--- config.mk ---
export PLATFORM = sky130hd
export DESIGN_NAME = cond_logic_pipe_flat
export DESIGN_NICKNAME = d
export VERILOG_FILES = /design/src/rtl/cond_logic_pipe_if.sv /design/src/rtl/cond_logic_pipe.sv /design/src/flat_wrapper.sv
export SDC_FILE = /design/constraint.sdc
export NUM_CORES = 1
export LEC_CHECK = 0
export CAP_MARGIN = 30
export CORE_AREA = 2 2 102 104
export CTS_CLUSTER_DIAMETER = 200
export DETAILED_ROUTE_END_ITERATION = 8
export DIE_AREA = 0 0 104 106
export PLACE_DENSITY = 0.52
export REMOVE_ABC_BUFFERS = 1
export SLEW_MARGIN = 20
export SYNTH_ARGS = -nofsm -noshare
export SYNTH_HDL_FRONTEND = slang
export SYNTH_SLANG_ARGS = --single-unit
--- constraint.sdc ---
create_clock -name CLK -period 2.1 [get_ports CLK]
set_input_delay 0.315 -clock CLK [delete_from_list [all_inputs] [get_ports CLK]]
set_output_delay 0.315 -clock CLK [all_outputs]
set_load 0.01 [all_outputs]
--- src/rtl/cond_logic_pipe_if.sv ---
// Execute-stage condition bus: instruction controls in, qualified writes and status out.
// SD_W is derived from NUM_SAVE so both ends of the bus agree on the stack-depth width.
interface cond_logic_pipe_if #(
   parameter int CNT_W    = 16,
   parameter int NUM_SAVE = 2
);
   localparam int SD_W = $clog2(NUM_SAVE + 1);

   logic             Stall;
   logic             Flush;
   logic             PCS;
   logic             RegW;
   logic             NoWrite;
   logic             MemW;
   logic [1:0]       FlagW;
   logic [3:0]       Cond;
   logic [3:0]       ALUFlags;
   logic             FlagSave;
   logic             FlagRestore;
   logic             PCSrc;
   logic             RegWrite;
   logic             MemWrite;
   logic             CondEx;
   logic [3:0]       Flags;
   logic             CarryIn;
   logic [SD_W-1:0]  SaveDepth;
   logic             StackErr;
   logic [CNT_W-1:0] RetireCnt;
   logic [CNT_W-1:0] SquashCnt;

   modport master (
      output Stall, Flush, PCS, RegW, NoWrite, MemW, FlagW, Cond, ALUFlags,
             FlagSave, FlagRestore,
      input  PCSrc, RegWrite, MemWrite, CondEx, Flags, CarryIn, SaveDepth,
             StackErr, RetireCnt, SquashCnt
   );

   modport slave (
      input  Stall, Flush, PCS, RegW, NoWrite, MemW, FlagW, Cond, ALUFlags,
             FlagSave, FlagRestore,
      output PCSrc, RegWrite, MemWrite, CondEx, Flags, CarryIn, SaveDepth,
             StackErr, RetireCnt, SquashCnt
   );
endinterface

--- src/rtl/cond_logic_pipe.sv ---
// ARM EX-stage condition unit: NZCV register, condition decode, flag save stack, perf counters.
// Qualified outputs are combinational (zero latency); state updates on CLK; Stall freezes all state.
module cond_logic_pipe #(
   parameter int CNT_W    = 16,
   parameter int NUM_SAVE = 2
) (
   input  logic              CLK,
   input  logic              RESETn,
   cond_logic_pipe_if.slave  bus
);
   localparam int SD_W  = $clog2(NUM_SAVE + 1);
   localparam int SLOTS = 1 << SD_W;
   localparam logic [SD_W-1:0] FULL = SD_W'(NUM_SAVE);
   localparam logic [SD_W-1:0] ONE  = SD_W'(1);

   logic [3:0]       flags_q, flags_d;
   logic [SD_W-1:0]  depth_q;
   logic             err_q;
   logic [CNT_W-1:0] ret_q, sq_q;
   logic [3:0]       stack_q [SLOTS];

   logic cond_ex, valid, ex;
   logic n, z, c, v;
   logic save_ok, rest_ok, err_set, full, empty;
   logic [SD_W-1:0] top_idx;

   assign n = flags_q[3];
   assign z = flags_q[2];
   assign c = flags_q[1];
   assign v = flags_q[0];

   always_comb begin
      cond_ex = 1'b0;
      case (bus.Cond)
         4'b0000: cond_ex = z;
         4'b0001: cond_ex = ~z;
         4'b0010: cond_ex = c;
         4'b0011: cond_ex = ~c;
         4'b0100: cond_ex = n;
         4'b0101: cond_ex = ~n;
         4'b0110: cond_ex = v;
         4'b0111: cond_ex = ~v;
         4'b1000: cond_ex = c & ~z;
         4'b1001: cond_ex = ~c | z;
         4'b1010: cond_ex = (n == v);
         4'b1011: cond_ex = (n != v);
         4'b1100: cond_ex = ~z & (n == v);
         4'b1101: cond_ex = z | (n != v);
         4'b1110: cond_ex = 1'b1;
         default: cond_ex = 1'b0;
      endcase
   end

   assign valid = ~bus.Stall & ~bus.Flush;
   assign ex    = cond_ex & valid;

   assign bus.CondEx    = cond_ex;
   assign bus.PCSrc     = bus.PCS & ex;
   assign bus.RegWrite  = bus.RegW & ~bus.NoWrite & ex;
   assign bus.MemWrite  = bus.MemW & ex;
   assign bus.Flags     = flags_q;
   assign bus.CarryIn   = flags_q[1];
   assign bus.SaveDepth = depth_q;
   assign bus.StackErr  = err_q;
   assign bus.RetireCnt = ret_q;
   assign bus.SquashCnt = sq_q;

   // Flush does not block stack ops; simultaneous save+restore is treated as misuse.
   assign full    = (depth_q == FULL);
   assign empty   = (depth_q == '0);
   assign top_idx = depth_q - ONE;
   assign save_ok = ~bus.Stall & bus.FlagSave & ~bus.FlagRestore & ~full;
   assign rest_ok = ~bus.Stall & bus.FlagRestore & ~bus.FlagSave & ~empty;
   assign err_set = ~bus.Stall & ((bus.FlagSave & bus.FlagRestore) |
                                  (bus.FlagSave & full) |
                                  (bus.FlagRestore & empty));

   always_comb begin
      flags_d = flags_q;
      if (ex) begin
         if (bus.FlagW[1]) flags_d[3:2] = bus.ALUFlags[3:2];
         if (bus.FlagW[0]) flags_d[1:0] = bus.ALUFlags[1:0];
      end
      if (rest_ok) flags_d = stack_q[top_idx];
   end

   always_ff @(posedge CLK or negedge RESETn) begin
      if (!RESETn) begin
         flags_q <= 4'b0000;
         depth_q <= '0;
         err_q   <= 1'b0;
         ret_q   <= '0;
         sq_q    <= '0;
      end else begin
         flags_q <= flags_d;
         if (save_ok)      depth_q <= depth_q + ONE;
         else if (rest_ok) depth_q <= depth_q - ONE;
         if (err_set)      err_q   <= 1'b1;
         if (valid) begin
            if (cond_ex && ret_q != '1)      ret_q <= ret_q + CNT_W'(1);
            else if (!cond_ex && sq_q != '1) sq_q  <= sq_q + CNT_W'(1);
         end
      end
   end

   // Stack contents need no reset; depth alone defines which entries are live.
   always_ff @(posedge CLK) begin
      if (save_ok) stack_q[depth_q] <= flags_q;
   end
endmodule

--- src/flat_wrapper.sv ---
// flat-port wrapper written by rule: the top's interface ports become plain ports
module cond_logic_pipe_flat 
#(
   parameter int CNT_W    = 16,
   parameter int NUM_SAVE = 2
)
  (CLK, RESETn, bus_Stall, bus_Flush, bus_PCS, bus_RegW, bus_NoWrite, bus_MemW, bus_FlagW, bus_Cond, bus_ALUFlags, bus_FlagSave, bus_FlagRestore, bus_PCSrc, bus_RegWrite, bus_MemWrite, bus_CondEx, bus_Flags, bus_CarryIn, bus_SaveDepth, bus_StackErr, bus_RetireCnt, bus_SquashCnt);
  cond_logic_pipe_if #(.CNT_W(CNT_W), .NUM_SAVE(NUM_SAVE)) bus_i ();
  input  logic CLK;
  input  logic RESETn;
  input wire logic [$bits(bus_i.Stall)-1:0] bus_Stall;
  input wire logic [$bits(bus_i.Flush)-1:0] bus_Flush;
  input wire logic [$bits(bus_i.PCS)-1:0] bus_PCS;
  input wire logic [$bits(bus_i.RegW)-1:0] bus_RegW;
  input wire logic [$bits(bus_i.NoWrite)-1:0] bus_NoWrite;
  input wire logic [$bits(bus_i.MemW)-1:0] bus_MemW;
  input wire logic [$bits(bus_i.FlagW)-1:0] bus_FlagW;
  input wire logic [$bits(bus_i.Cond)-1:0] bus_Cond;
  input wire logic [$bits(bus_i.ALUFlags)-1:0] bus_ALUFlags;
  input wire logic [$bits(bus_i.FlagSave)-1:0] bus_FlagSave;
  input wire logic [$bits(bus_i.FlagRestore)-1:0] bus_FlagRestore;
  output wire logic [$bits(bus_i.PCSrc)-1:0] bus_PCSrc;
  output wire logic [$bits(bus_i.RegWrite)-1:0] bus_RegWrite;
  output wire logic [$bits(bus_i.MemWrite)-1:0] bus_MemWrite;
  output wire logic [$bits(bus_i.CondEx)-1:0] bus_CondEx;
  output wire logic [$bits(bus_i.Flags)-1:0] bus_Flags;
  output wire logic [$bits(bus_i.CarryIn)-1:0] bus_CarryIn;
  output wire logic [$bits(bus_i.SaveDepth)-1:0] bus_SaveDepth;
  output wire logic [$bits(bus_i.StackErr)-1:0] bus_StackErr;
  output wire logic [$bits(bus_i.RetireCnt)-1:0] bus_RetireCnt;
  output wire logic [$bits(bus_i.SquashCnt)-1:0] bus_SquashCnt;
  assign bus_i.Stall = bus_Stall;
  assign bus_i.Flush = bus_Flush;
  assign bus_i.PCS = bus_PCS;
  assign bus_i.RegW = bus_RegW;
  assign bus_i.NoWrite = bus_NoWrite;
  assign bus_i.MemW = bus_MemW;
  assign bus_i.FlagW = bus_FlagW;
  assign bus_i.Cond = bus_Cond;
  assign bus_i.ALUFlags = bus_ALUFlags;
  assign bus_i.FlagSave = bus_FlagSave;
  assign bus_i.FlagRestore = bus_FlagRestore;
  assign bus_PCSrc = bus_i.PCSrc;
  assign bus_RegWrite = bus_i.RegWrite;
  assign bus_MemWrite = bus_i.MemWrite;
  assign bus_CondEx = bus_i.CondEx;
  assign bus_Flags = bus_i.Flags;
  assign bus_CarryIn = bus_i.CarryIn;
  assign bus_SaveDepth = bus_i.SaveDepth;
  assign bus_StackErr = bus_i.StackErr;
  assign bus_RetireCnt = bus_i.RetireCnt;
  assign bus_SquashCnt = bus_i.SquashCnt;
  cond_logic_pipe #(.CNT_W(CNT_W), .NUM_SAVE(NUM_SAVE)) u_core (.CLK(CLK), .RESETn(RESETn), .bus(bus_i));
endmodule
==> impl_metrics.csv <==
group,metric,value,unit
placement,dp_hpwl,4990,µm
routing,ant_nets,0,
yosys,netlist_top_cells_area,"dfrtp_1 34%, edfxtp_1 17%, xor2_1 5.1%, xnor2_1 3.9%, nor3_2 3.4%",
routing,drc_errors,0,
finish,final_cells,495,
power_and_ir_drop,p_leak,1.84,nW
run,max_cap_viol_count,0,
floorplanning,die_area,11000,µm²
yosys,yosysTopAreaCell,"dfrtp_1",
finish,drive_above_1_share,29.2,%
critical_path,end_kind,"output pin",
critical_path,cp.required,1.78,ns
finish,fill_cells,996,
global_routing,grt_start_max_net_pins,40,
yosys,avgSynthCellArea,11.8,µm²
floorplanning,dieWidth,104,µm
clocking,cts_max_level,2,
yosys,synth_cell_types,51,
routing,drtIter0Drc,26,
critical_path,criticalPathCategory,"flop to output pin",
placement,dp_cells,476,
clocking,root_buffer,"clkbuf_8",
power_and_ir_drop,internal_power,2.72,mW
floorplanning,io_pins,64,
yosys,yosys_warnings,0,
sta,setup_ws,-0.332,ns
sta,fin_skew,0.00965,ns
clocking,cts.clk_slew.worst_paths,0.11,ns
finish,postLayoutCoreUtil,43.5,%
sta,fin_crit,2.43,ns
clocking,clock_path_buffers,2,
finish,antenna_cells,0,
yosys,synth_seq_cells,55,
power_and_ir_drop,power.share.combinational,48.7,%
placement,place_congestion,0.848,
sta,maxSlewHeadroom,64.7,%
sta,rsz0062_at_grt,"true",
worst_hold_path,hp-class,"input port to asynchronous set/reset pin",
critical_path,critPathMaxFanout,5,
yosys,netlist.area_leader.share,33.6,%
sta,setup_viol,35,
global_routing,grt_first_pass_wirelength,11900,µm
sta,tightest_slew,0.530,ns
critical_path,arrival,2.12,ns
routing,avgRoutedWirePerCell,14.4,µm
sta,hold_viol,0,
sta,tns,-4.46,ns
power_and_ir_drop,ir_drop,0.445,mV
routing,vias_per_cell,4.59,
global_routing,grt_pass1_vias,2350,
global_routing,grt_use_total,13.3,%
sta,fin_hold_ws,0.0549,ns
clocking,cts_buffers,5,
outcome,violations,"setup timing",
clocking,insertion_delay,0.31,ns
routing,drt-total-wl,7150,µm
clocking,cts_sinks,55,
global_routing,grt_antenna_before_repair,0,
yosys,syn-instance-count,247,
routing,drtPass1Iterations,4,
floorplanning,initial_core_util,29.1,%
floorplanning,num_rows,37,
routing,via_count,2274,
floorplanning,die_height,106,µm
sta,period_share,116,%
power_and_ir_drop,swShare,34.7,%
power_and_ir_drop,p_seq_share,37.0,%
critical_path,crit_path_start_kind,"flop",
finish,fin_nets,384,
sta,max_freq,0.411,GHz
outcome,status,"finished with violations",
power_and_ir_drop,p_clk_share,14.4,%
global_routing,grt-ovfl-total,0,
finish,area_delta_synth_final,49.5,%
yosys,netlist_area,2910,µm²
placement,pre_cts_slack,-0.834,ns
yosys,seq_area_frac_synth,50.1,%
floorplanning,coreArea,10000,µm²
placement,port_buffers,63,
clocking,cts_tree,"built",
power_and_ir_drop,pwr_density_cell,960,nW/µm²
power_and_ir_drop,p_switching,1.45,mW
sta,slew_viol_final,0,
==> cell families (layout without fill, tap and decap cells) <==
| family | after synthesis | in the layout | synth area share (%) |
|---|---|---|---|
| muxes | 12 | 12 | 6.20 |
| xor gates and xnor gates | 30 | 30 | 9.04 |
| other | 1 | 4 | 0.129 |
| and+or+nand+nor | 103 | 103 | 22.2 |
| buffers and inverters | 17 | 126 | 3.23 |
| DFF | 55 | 55 | 50.1 |
| AOI/OAI and AO/OA | 23 | 23 | 6.54 |
| adders and majority gates | 6 | 6 | 2.58 |
==> sequential cells by signal, summed over array words and instances, names as in the netlist <==
register              cells
u_core.bus.Flags          4
u_core.bus.RetireCnt     16
u_core.bus.SaveDepth      2
u_core.bus.SquashCnt     16
u_core.bus.StackErr       1
u_core.stack_q           16
==> critical path: stages (launching register included) <==
cell       delay (ns)
dfrtp_2          0.47
xor2_2           0.19
buf_4            0.14
o2bb2ai_4        0.14
mux2i_2          0.09
buf_4            0.15
a311oi_4         0.30
and3b_1          0.20
buf_2            0.12
==> per-layer routing <==
| metal | routed length (µm) | share of wire (%) | global-route usage (%) | vias up |
|---|---|---|---|---|
| met5 | 0 | 0 | 0 | - |
| met4 | 65 | 0.91 | 3.19 | 0 |
| met3 | 270 | 3.8 | 3.13 | 4 |
| met2 | 3510 | 49 | 21.9 | 44 |
| met1 | 3300 | 46 | 17.9 | 1113 |
| li1 | - | - | - | 1113 |
==> placed cells by master (no fill, tap or decap), types with 4 or more instances in the layout <==
cell type and n:
nor4_4 4, and3_1 4, a31o_2 4, nand2_1 17
inv_1 5, mux4_2 4, dfrtp_1 37, a21boi_1 4
xor2_1 16, buf_4 40, and2_1 6, nor3_4 11
ha_1 6, clkdlybuf4s50_1 54, dlygate4sd2_1 4, edfxtp_1 16
nand4_1 8, clkbuf_8 5, xnor2_1 13, nor2_1 11
nand3_1 13, o22a_1 4, buf_6 8, buf_2 4
conb_1 4
==> power groups by stage <==
stage	clock network [mW]	registers [mW]	logic, mW
final	0.600	1.54	2.03
after global routing	0.668	1.58	2.20
after CTS	0.624	1.54	1.89
after detailed placement	0	1.55	1.68
after global placement	0	1.55	1.67
after floorplan	0	1.64	0.675
==> synthesized netlist by cell type, drive strengths merged <==
library cell	number
o22a	4
nor2b	2
xor2	17
and2	6
or3	1
nor4b	3
nor2	12
a41oi	1
nand3	14
mux2i	3
dfrtp	39
edfxtp	16
buf	10
nor3b	2
and3b	2
conb	1
xnor2	13
ha	6
a31o	4
a311oi	1
a211oi	1
nand3b	3
or4b	1
a21oi	3
nand4	8
nand2	18
or2	1
a21boi	4
a211o	1
inv	5
nor3	15
nor4	5
and3	4
o21ai	3
o2bb2ai	1
clkbuf	2
nand4b	2
nand2b	1
mux2	5
mux4	4
and4	3
==> per-stage QoR <==
step | area, µm² | total power, mW
after floorplan | 2840 | 2.32
after global placement | 3930 | 3.23
after detailed placement | 3930 | 3.23
after CTS | 4200 | 4.06
after global routing | 4350 | 4.45
final | 4350 | 4.17
==> repair_timing <==
item,in CTS,in global routing
cloned,0,1
buffers inserted,8,3
hold buffers,0,0
gates resized for setup,47,21
pin swaps,21,14
endpoints found under the setup margin,40,40
==> cell type report <==
cell class,count,area (µm²),area share [%]
clock inverter,3,18.8,0.432
tap,136,170,3.91
sequential,55,1460,33.6
clock buffer,5,68.8,1.58
timing repair buffer,113,1050,24.2
multi-input combinational,178,1560,35.9
inverter,5,18.8,0.432
==> worst paths after layout <==
check	startpoint	end	slack, ns	cells past startpoint
worst max register to register	u_core.bus.Flags[3]	u_core.bus.RetireCnt[15]	-0.25	10
worst min-delay path	RESETn	u_core.bus.RetireCnt[10]	0.05	2
worst max-delay path	u_core.bus.Flags[3]	bus_RegWrite	-0.33	8
min in group CLK	u_core.bus.StackErr	u_core.bus.StackErr	0.48	1
max in group asynchronous	RESETn	u_core.bus.Flags[3]	1.66	2
worst min register to register	u_core.bus.StackErr	u_core.bus.StackErr	0.48	1
(Power assumes the default switching activity.)
